### config.mk
export PLATFORM = sky130hd
export DESIGN_NAME = dft_sequencer
export DESIGN_NICKNAME = d
export VERILOG_FILES = /design/src/rtl/dft_sequencer.sv
export SDC_FILE = /design/constraint.sdc
export NUM_CORES = 1
export LEC_CHECK = 0
export CAP_MARGIN = 10
export CORE_ASPECT_RATIO = 2
export CORE_MARGIN = 2
export CORE_UTILIZATION = 47
export DETAILED_ROUTE_END_ITERATION = 7
export HOLD_SLACK_MARGIN = 0.05
export PLACE_DENSITY = 0.76
export SYNTH_ARGS = -nofsm -noshare
export SYNTH_HDL_FRONTEND = slang
export SYNTH_SLANG_ARGS = --single-unit
export TNS_END_PERCENT = 100
### constraint.sdc
create_clock -name clk -period 2.16 [get_ports clk]
set_input_delay 0.432 -clock clk [delete_from_list [all_inputs] [get_ports clk]]
set_output_delay 0.432 -clock clk [all_outputs]
set_load 0.05 [all_outputs]
### src/rtl/dft_sequencer.sv
// Phase controller for the direct-DFT datapath: sample load, cache fill, per-bin MAC, write-back.
// Optional build macro DFT_SEQ_PERF_EN adds the perf_cycles compute-cycle counter.
module dft_sequencer #(
  parameter int unsigned AW      = 12,
  parameter int unsigned MAC_LAT = 2
) (
  input  logic          clk,
  input  logic          rst,
  input  logic          start,
  input  logic [AW-1:0] samp_number,
  input  logic          data_loaded,
  input  logic          out_done,
  output logic          load_nCompute,
  output logic          cache_we,
  output logic [AW-1:0] n_index,
  output logic [AW-1:0] k_index,
  output logic          acc_clr,
  output logic          acc_en,
  output logic          res_we,
  output logic          calc_end,
  output logic          busy,
  output logic          err_len
`ifdef DFT_SEQ_PERF_EN
  ,
  output logic [31:0]   perf_cycles
`endif
);

  localparam logic [2:0] StIdle  = 3'd0;
  localparam logic [2:0] StLoad  = 3'd1;
  localparam logic [2:0] StFill  = 3'd2;
  localparam logic [2:0] StAclr  = 3'd3;
  localparam logic [2:0] StAcc   = 3'd4;
  localparam logic [2:0] StDrain = 3'd5;
  localparam logic [2:0] StWb    = 3'd6;
  localparam logic [2:0] StDone  = 3'd7;

  localparam logic [2:0] DrainLast = (MAC_LAT == 0) ? 3'd0 : 3'(MAC_LAT - 1);

  logic [2:0]    state_q, state_d;
  logic [AW-1:0] s_last_q, s_last_d;
  logic [AW-1:0] n_q, n_d;
  logic [AW-1:0] k_q, k_d;
  logic [2:0]    drain_q, drain_d;
  logic          err_q, err_d;
  logic          len_ok;
  logic          issue;

  assign len_ok = (samp_number >= AW'(2));

  always_comb begin
    state_d  = state_q;
    s_last_d = s_last_q;
    n_d      = n_q;
    k_d      = k_q;
    drain_d  = drain_q;
    err_d    = 1'b0;
    unique case (state_q)
      StIdle: begin
        if (start) begin
          if (len_ok) begin
            // Store S-1 so every loop bound is a direct equality compare.
            s_last_d = samp_number - AW'(1);
            n_d      = '0;
            k_d      = '0;
            state_d  = StLoad;
          end else begin
            err_d = 1'b1;
          end
        end
      end
      StLoad: begin
        if (data_loaded) begin
          n_d     = '0;
          state_d = StFill;
        end
      end
      StFill: begin
        if (n_q == s_last_q) begin
          n_d     = '0;
          k_d     = '0;
          state_d = StAclr;
        end else begin
          n_d = n_q + AW'(1);
        end
      end
      StAclr: begin
        state_d = StAcc;
      end
      StAcc: begin
        if (n_q == s_last_q) begin
          drain_d = '0;
          state_d = (MAC_LAT == 0) ? StWb : StDrain;
        end else begin
          n_d = n_q + AW'(1);
        end
      end
      StDrain: begin
        if (drain_q == DrainLast) begin
          state_d = StWb;
        end else begin
          drain_d = drain_q + 3'd1;
        end
      end
      StWb: begin
        if (k_q == s_last_q) begin
          state_d = StDone;
        end else begin
          k_d     = k_q + AW'(1);
          n_d     = '0;
          state_d = StAclr;
        end
      end
      StDone: begin
        if (out_done) begin
          state_d = StIdle;
        end
      end
      default: begin
        state_d = StIdle;
      end
    endcase
  end

  always_ff @(posedge clk) begin
    if (rst) begin
      state_q  <= StIdle;
      s_last_q <= '0;
      n_q      <= '0;
      k_q      <= '0;
      drain_q  <= '0;
      err_q    <= 1'b0;
    end else begin
      state_q  <= state_d;
      s_last_q <= s_last_d;
      n_q      <= n_d;
      k_q      <= k_d;
      drain_q  <= drain_d;
      err_q    <= err_d;
    end
  end

  assign issue = (state_q == StAcc);

  // Valid tag travels alongside the MAC pipeline so acc_en lines up with each product.
  if (MAC_LAT == 0) begin : g_no_pipe
    assign acc_en = issue;
  end else begin : g_pipe
    logic [MAC_LAT-1:0] vld_q;
    always_ff @(posedge clk) begin
      if (rst) begin
        vld_q <= '0;
      end else begin
        vld_q[0] <= issue;
        for (int i = 1; i < MAC_LAT; i++) begin
          vld_q[i] <= vld_q[i-1];
        end
      end
    end
    assign acc_en = vld_q[MAC_LAT-1];
  end

  assign load_nCompute = (state_q == StIdle) || (state_q == StLoad) || (state_q == StFill);
  assign cache_we      = (state_q == StFill);
  assign acc_clr       = (state_q == StAclr);
  assign res_we        = (state_q == StWb);
  assign calc_end      = (state_q == StDone);
  assign busy          = (state_q != StIdle);
  assign err_len       = err_q;
  assign n_index       = n_q;
  assign k_index       = k_q;

`ifdef DFT_SEQ_PERF_EN
  logic        accept;
  logic        in_compute;
  logic [31:0] perf_q;

  assign accept     = (state_q == StIdle) && start && len_ok;
  assign in_compute = (state_q == StAclr) || (state_q == StAcc) ||
                      (state_q == StDrain) || (state_q == StWb);

  always_ff @(posedge clk) begin
    if (rst || accept) begin
      perf_q <= '0;
    end else if (in_compute && (perf_q != '1)) begin
      perf_q <= perf_q + 32'd1;
    end
  end

  assign perf_cycles = perf_q;
`endif

endmodule

==> impl_metrics.sql <==
INSERT INTO impl_metrics (metric_group, metric, value, unit) VALUES
('outcome', 'status', 'finished clean', ''),
('critical_path', 'timing_worst_setup_path_type', 'flip-flop to flip-flop', ''),
('timing', 'hold_viol_final', '0', ''),
('clock_network', 'cts_inserted_buffers', '5', ''),
('synth', 'synth-seq-cells', '45', ''),
('placed_design', 'detailedPlacementHpwl', '5910', 'um'),
('synth', 'dominantRegCellSynth', 'sky130_fd_sc_hd__dfxtp_1', ''),
('placed_design', 'place_worst_setup_slack', '-0.431', 'ns'),
('synth', 'postSynth.asyncResetShare', '0', ''),
('power', 'vdd_drop_max', '0.000907', 'V'),
('synth', 'synth.cell_area', '2640', 'um^2'),
('critical_path', 'timing.critical_path.required', '2.40', 'ns'),
('synth', 'syn-instance-count', '317', ''),
('timing', 'setup-violations-final', '0', ''),
('synth', 'synth_warnings', '0', ''),
('flow_run', 'max_cap_viol_count', '0', ''),
('synth', 'synth_top_cell_area_share', '0.341', ''),
('detailed_routing', 'drt-wirelength-per-cell', '16.0', 'um'),
('grt', 'grt_pass1_vias', '2797', ''),
('power', 'intPower', '2.01', 'mW'),
('clock_network', 'cts_max_path_buffers', '2', ''),
('clock_network', 'cts.root.buffer_cell', 'sky130_fd_sc_hd__clkbuf_8', ''),
('clock_network', 'insertion_delay', '0.30', 'ns'),
('layout', 'n_antenna_cell', '0', ''),
('synth', 'post-synth-top-area-cell', 'sky130_fd_sc_hd__dfxtp_1', ''),
('power', 'sw_share', '0.396', ''),
('critical_path', 'worst_ep_arrival_time', '2.37', 'ns'),
('die', 'fp.dieH', '110', 'um'),
('critical_path', 'timing.critical_path.fanout_max', '13', ''),
('critical_path', 'crit_start', 'n_index[10]', ''),
('detailed_routing', 'finalWirelength', '7820', 'um'),
('detailed_routing', 'first_iter_violations', '130', ''),
('timing', 'layout_min_cycle_time', '2.13', 'ns'),
('detailed_routing', 'drc_viols', '0', ''),
('synth', 'netlist_top_cells_count', 'sky130_fd_sc_hd__dfxtp_1 (45), sky130_fd_sc_hd__nor2_1 (39), sky130_fd_sc_hd__xnor2_1 (28)', ''),
('power', 'share_clk_of_total_power', '0.159', ''),
('placed_design', 'dpl.cell_count', '479', ''),
('synth', 'synthTopCellsByArea', 'sky130_fd_sc_hd__dfxtp_1 (34%), sky130_fd_sc_hd__xnor2_1 (9.3%), sky130_fd_sc_hd__nor2_1 (5.5%), sky130_fd_sc_hd__o211ai_2 (3.3%), sky130_fd_sc_hd__nand2_1 (3.0%)', ''),
('die', 'die_width', '57.0', 'um'),
('clock_network', 'cts.reportedPaths.clkPinSlew', '0.09', 'ns'),
('worst_hold_path', 'worst_hold_path_type', 'flip-flop to flip-flop', ''),
('critical_path', 'timing.critical_path.to_type', 'flip-flop', ''),
('synth', 'post-synth-top-count-cell', 'sky130_fd_sc_hd__dfxtp_1', ''),
('detailed_routing', 'vias_post_dr', '2813', ''),
('synth', 'synthesized_nets', '340', ''),
('timing', 'fin_skew', '0.00464', 'ns'),
('grt', 'largest_net_degree_at_the_start_of_global_routing', '31', ''),
('critical_path', 'rr_startpoint', 'n_index[10]', ''),
('grt', 'grt_first_pass_wirelength', '12700', 'um'),
('timing', 'hold_ws', '0.448', 'ns'),
('clock_network', 'ctsHtreeMaxLevel', '2', ''),
('grt', 'initial_antenna_violation_count', '0', ''),
('power', 'power_density', '844', 'nW/um^2'),
('timing', 'max_slew_margin', '0.661', ''),
('synth', 'synth-seq-area-share', '0.341', ''),
('synth', 'ys_types', '48', ''),
('detailed_routing', 'vias_per_cell', '5.75', ''),
('power', 'power.sequential.fraction', '0.320', ''),
('clock_network', 'tritoncts_clock_tree', 'built', ''),
('die', 'io_pins', '49', ''),
('timing', 'finalCritPeriodShare', '0.988', ''),
('power', 'p_sw', '1.32', 'mW'),
('power', 'static-leakage-power', '1.55', 'nW'),
('die', 'initial_core_util', '0.487', ''),
('grt', 'grt-ovfl-total', '0', ''),
('layout', 'area_growth_syn_to_fin', '49.2', '%'),
('worst_hold_path', 'start_point_of_the_worst_hold_path', 'g_pipe.vld_q[0]', ''),
('synth', 'avgSynthCellArea', '8.33', 'um^2'),
('timing', 'setup_slack', '0.0270', 'ns'),
('layout', 'layout_cells_sized_above_1', '0.301', ''),
('placed_design', 'numPortBuffers', '48', '');
==> cell families (layout without fill, tap and decap cells) <==
group	count (synthesis)	after routing	synth area share
DFF	45	45	0.341
and+or+nand+nor	132	132	0.268
buffers and inverters	22	134	0.0341
xor gates and xnor gates	35	35	0.116
muxes	2	2	0.00805
AOI/OAI and AO/OA	75	75	0.205
adders and majority gates	6	6	0.0284
==> timing repair <==
item / CTS / global route
endpoints found under the setup margin: 3 / 9
gates cloned: 0 / 0
buffers inserted: 1 / 2
hold buffers: 0 / 0
endpoints found under the hold margin: 0 / 0
gates resized for setup: 8 / 19
pin swaps: 4 / 8
==> metal layers <==
metal  wire (um)  up-vias  GRT usage  part of all wire
met5           0        -          0                 0
met4         316        0      0.128             0.040
met3         250       20     0.0362             0.032
met2        4290       75      0.484              0.55
met1        2960     1334      0.261              0.38
li1            -     1384          -                 -
==> through the flow <==
stage          area [um^2]  power (mW)  setup TNS, ns
4_1_cts               3870        3.24              0
3_5_place_dp          3750        2.69          -6.00
2_1_floorplan         2670        1.97              0
5_1_grt               3940        3.50        -0.0500
6_report              3940        3.32              0
3_3_place_gp          3750        2.65          -3.94
==> power by group through the flow <==
stage	Combinational, mW	Sequential (mW)	Clock [mW]
finish	1.73	1.06	0.527
global route	1.87	1.07	0.559
CTS	1.66	1.05	0.528
detailed placement	1.63	1.06	0
global placement	1.59	1.06	0
floorplan	0.898	1.07	0
==> area by class of cell <==
| cell class | count | area, um^2 |
|---|---|---|
| fill | 414 | 1480 |
| inverter | 8 | 30.0 |
| clock inverter | 3 | 16.3 |
| timing repair buffer | 118 | 1100 |
| tap | 60 | 75.1 |
| multi-input combinational | 250 | 1710 |
| clock buffer | 5 | 68.8 |
| sequential | 45 | 938 |
==> final timing paths <==
path | to | slack (ns) | cells after the start
min | g_pipe.vld_q[1] | 0.45 | 1
max reg2reg | k_index[1] | 0.03 | 7
min reg2reg | g_pipe.vld_q[1] | 0.45 | 1
max | k_index[1] | 0.03 | 7
==> cell usage in the layout (no fill, tap or decap), drive strengths merged, types with 4 or more instances in the layout <==
cell           count
a211oi            10
a21oi             14
a311oi             6
a31oi              4
and3              11
buf               76
clkbuf             5
clkdlybuf4s50     37
dfxtp             45
dlymetal6s2s       5
ha                 6
inv                9
nand2             21
nand3             12
nand4             11
nor2              39
nor2b              4
nor4               5
o211ai            10
o21ai             20
or2                4
or3                7
xnor2             28
xor2               7
==> flip-flops by register name (all words and copies together), names as in the netlist <==
register / cells
drain_q: 3
n_index: 12
err_len: 1
s_last_q: 12
k_index: 12
g_pipe.vld_q: 2
state_q: 3
==> critical path, cell delays in order (launching register included) <==
cell and delay, ns:
sky130_fd_sc_hd__dfxtp_4 0.37, sky130_fd_sc_hd__xnor2_2 0.18, sky130_fd_sc_hd__nand4_1 0.14, sky130_fd_sc_hd__or3_4 0.42
sky130_fd_sc_hd__a2111o_1 0.41, sky130_fd_sc_hd__buf_12 0.17, sky130_fd_sc_hd__or2_1 0.24, sky130_fd_sc_hd__a21oi_2 0.13
Power figures use the tool's default switching activity.
==> RTL edit (same flow settings) <==
Remove the register `err_q`: a continuous assignment takes its place, so the output `err_len` follows one clock earlier.
--- a/src/rtl/dft_sequencer.sv
+++ b/src/rtl/dft_sequencer.sv
@@ -131,3 +131,2 @@
       drain_q  <= '0;
-      err_q    <= 1'b0;
     end else begin
@@ -138,5 +137,6 @@
       drain_q  <= drain_d;
-      err_q    <= err_d;
     end
   end
+
+  assign err_q = err_d;
 
Behaviour: not the same (a bounded check fails within 4 cycles, from zero or initial values and one cycle with rst high).
==> RTL edit against the unedited design <==
Clock skew grew 4.6 ps; worst setup slack gained 30 ps; core utilization down 2.4 points; highest routed layer unchanged; cell area decreased by 2.4%; routed wire length hardly changed; largest cell class unchanged; area after synthesis grew 1.0%; sequential cell count shrank 1.
Power is not compared: it rests on default switching activity, and its combinational part moved more than twofold at a synthesized area within 25%.
==> RTL edit: results (changes against the unedited design) <==
stage	metric	value	unit	change
drt	WL met2	4237	µm	-1.3%
sta	Worst Skew	9.200	ps	+4.562 ps
global_routing	first-pass GRT wire length	12860	µm	+1.3%
critical_path	Critical Path Fanout Max	6		-7
logic_synthesis	multiplexer share of the synthesized area	0.7501	%	-0.055 points
clocking	clk buf depth	2		unchanged
sta	worst-margin pin slew	622.4	ps	+115.8 ps
power	Worst VDD drop	0.7775	mV	
global_routing	largest net degree at the start of global routing	37		+19%
global_routing	antenna violations before repair	0		unchanged
critical_path	CP endpoint	n_index[3]$_SDFFE_PP0P_		
layout	nets@finish	456		+1.1%
logic_synthesis	Compound-Gate Fraction of Synth Area	18.19	%	-2.3 points
layout	layout cell share with drive strength beyond 1	26.33	%	-3.7 points
logic_synthesis	post-synthesis sequential area ratio	33.01	%	-1.1 points
drt	total routed wire length on the met1 layer	3019	µm	+2.0%
logic_synthesis	syn nets	362		+6.5%
drt	top sig layer	met4		
logic_synthesis	Async SR Flop Fraction	0	%	unchanged
global_routing	GRT Total Usage	24.90	%	-0.46 points
global_routing	vias in the first global route	2751		-1.6%
clocking	clk root buf	clkbuf_8		
global_routing	met1 Track Usage GR	26.78	%	+0.68 points
logic_synthesis	Synth area leaders	dfxtp_1, xnor2_1, nor2_1		
place	IO Port Bufs	48		unchanged
power	Leakage	1.397	nW	
layout	filler cell count	442		+6.8%
place	Area after DPL	3646	µm²	-2.8%
status	status	finished, final reports clean		
clocking	H-tree levels	2		unchanged
layout	Finished Layout Cells	493		+0.82%
place	gp weighted congestion	0.9583		+12%
worst_hold_path	hold path depth	1		unchanged
drt	initial drt markers	134		+3.1%
critical_path	worst reg2reg setup slack	60	ps	+30 ps
drt	met3 WL	253	µm	+1.2%
critical_path	Crit. Startpoint	n_index[7]$_SDFFE_PP0P_		
worst_hold_path	worst min-delay path class	register to register		
logic_synthesis	Netlist cell types	47		-2.1%
logic_synthesis	Synth Area per Inst	7.873	µm²	-5.5%
worst_hold_path	WHS Endpoint	g_pipe.vld_q[1]$_SDFF_PP0_		
global_routing	met3 Use GR	3.513	%	-0.10 points
place	Placed Cells	481		+0.42%
logic_synthesis	Post-synth top cells	dfxtp_1, nor2_1, xnor2_1		
clocking	clock latency on the worst-skew pair	300	ps	about the same
drt	via count	2896		+3.0%
global_routing	met2 Resource Use GR	45.82	%	-2.5 points
logic_synthesis	synth warn	0		unchanged
critical_path	r2r worst-path depth	8		+1
sta	worst hold slack	441.7	ps	-6.253 ps
clocking	Num CTS Buffers	5		unchanged
logic_synthesis	xor/xnor share of the synthesized area	12.14	%	+0.54 points
logic_synthesis	adder-cell share of the synthesized area	2.813	%	-0.029 points
drt	final WL	7816	µm	about the same
place	Detailed Place HPWL	5859	µm	-0.81%
critical_path	WP data arrival	2310	ps	-60 ps
[RTL edit: changes by cell type in the layout (fill, tap and decap cells not counted), sizes merged, moves of 6 or more]
cell,unedited run,this run
o211ai,10,2
buf,76,62
nand3,12,18
nor3,3,11
o21ai,20,13
and3,11,4
nand2,21,29
dlygate4sd2,0,7
xnor2,28,35
clkdlybuf4s50,37,27
[RTL edit: metrics by stage]
stage / TNS (ps) / total power [mW] / util, % / setup slack, ps
6_report: 0 / 2.314 / 70.32 / 56.72
3_3_place_gp: -12620 / 1.699 / 66.68 / -507.8
5_1_grt: -36.67 / 2.407 / 70.32 / -36.67
4_1_cts: 0 / 2.282 / 69.18 / 7.007
3_5_place_dp: -13450 / 1.720 / 66.68 / -551.9
2_1_floorplan: 0 / 1.405 / - / 5.318
[RTL edit: worst max-delay path: stages (launching register included)]
cell and delay, ps:
dfxtp_1 480, xnor2_1 160, nand4_1 170, nor4_1 510
or3_4 250, buf_4 120, buf_4 100, nor3_1 40
o21ba_2 190
[RTL edit: final cells by class]
type	instances	area share [%]
multi-input cells	270	45.92
repair buffers	103	25.28
flip-flops and latches	44	23.46
clock buffers	7	2.506
well taps	60	1.952
inverters	9	0.8786
[RTL edit: timing repair]
| item | CTS | global route |
|---|---|---|
| endpoints found under the hold margin | 0 | 0 |
| endpoints found under the setup margin | 28 | 13 |
| buffers inserted | 3 | 2 |
| pin swaps | 8 | 9 |
| resized for setup | 19 | 22 |
[RTL edit: where the power goes]
group	internal, mW	switching [mW]	leakage (nW)	total, mW
sequential	0.866	0.0756	0.366	0.941
combinational	0.374	0.433	0.981	0.806
clock	0.285	0.281	0.0503	0.566
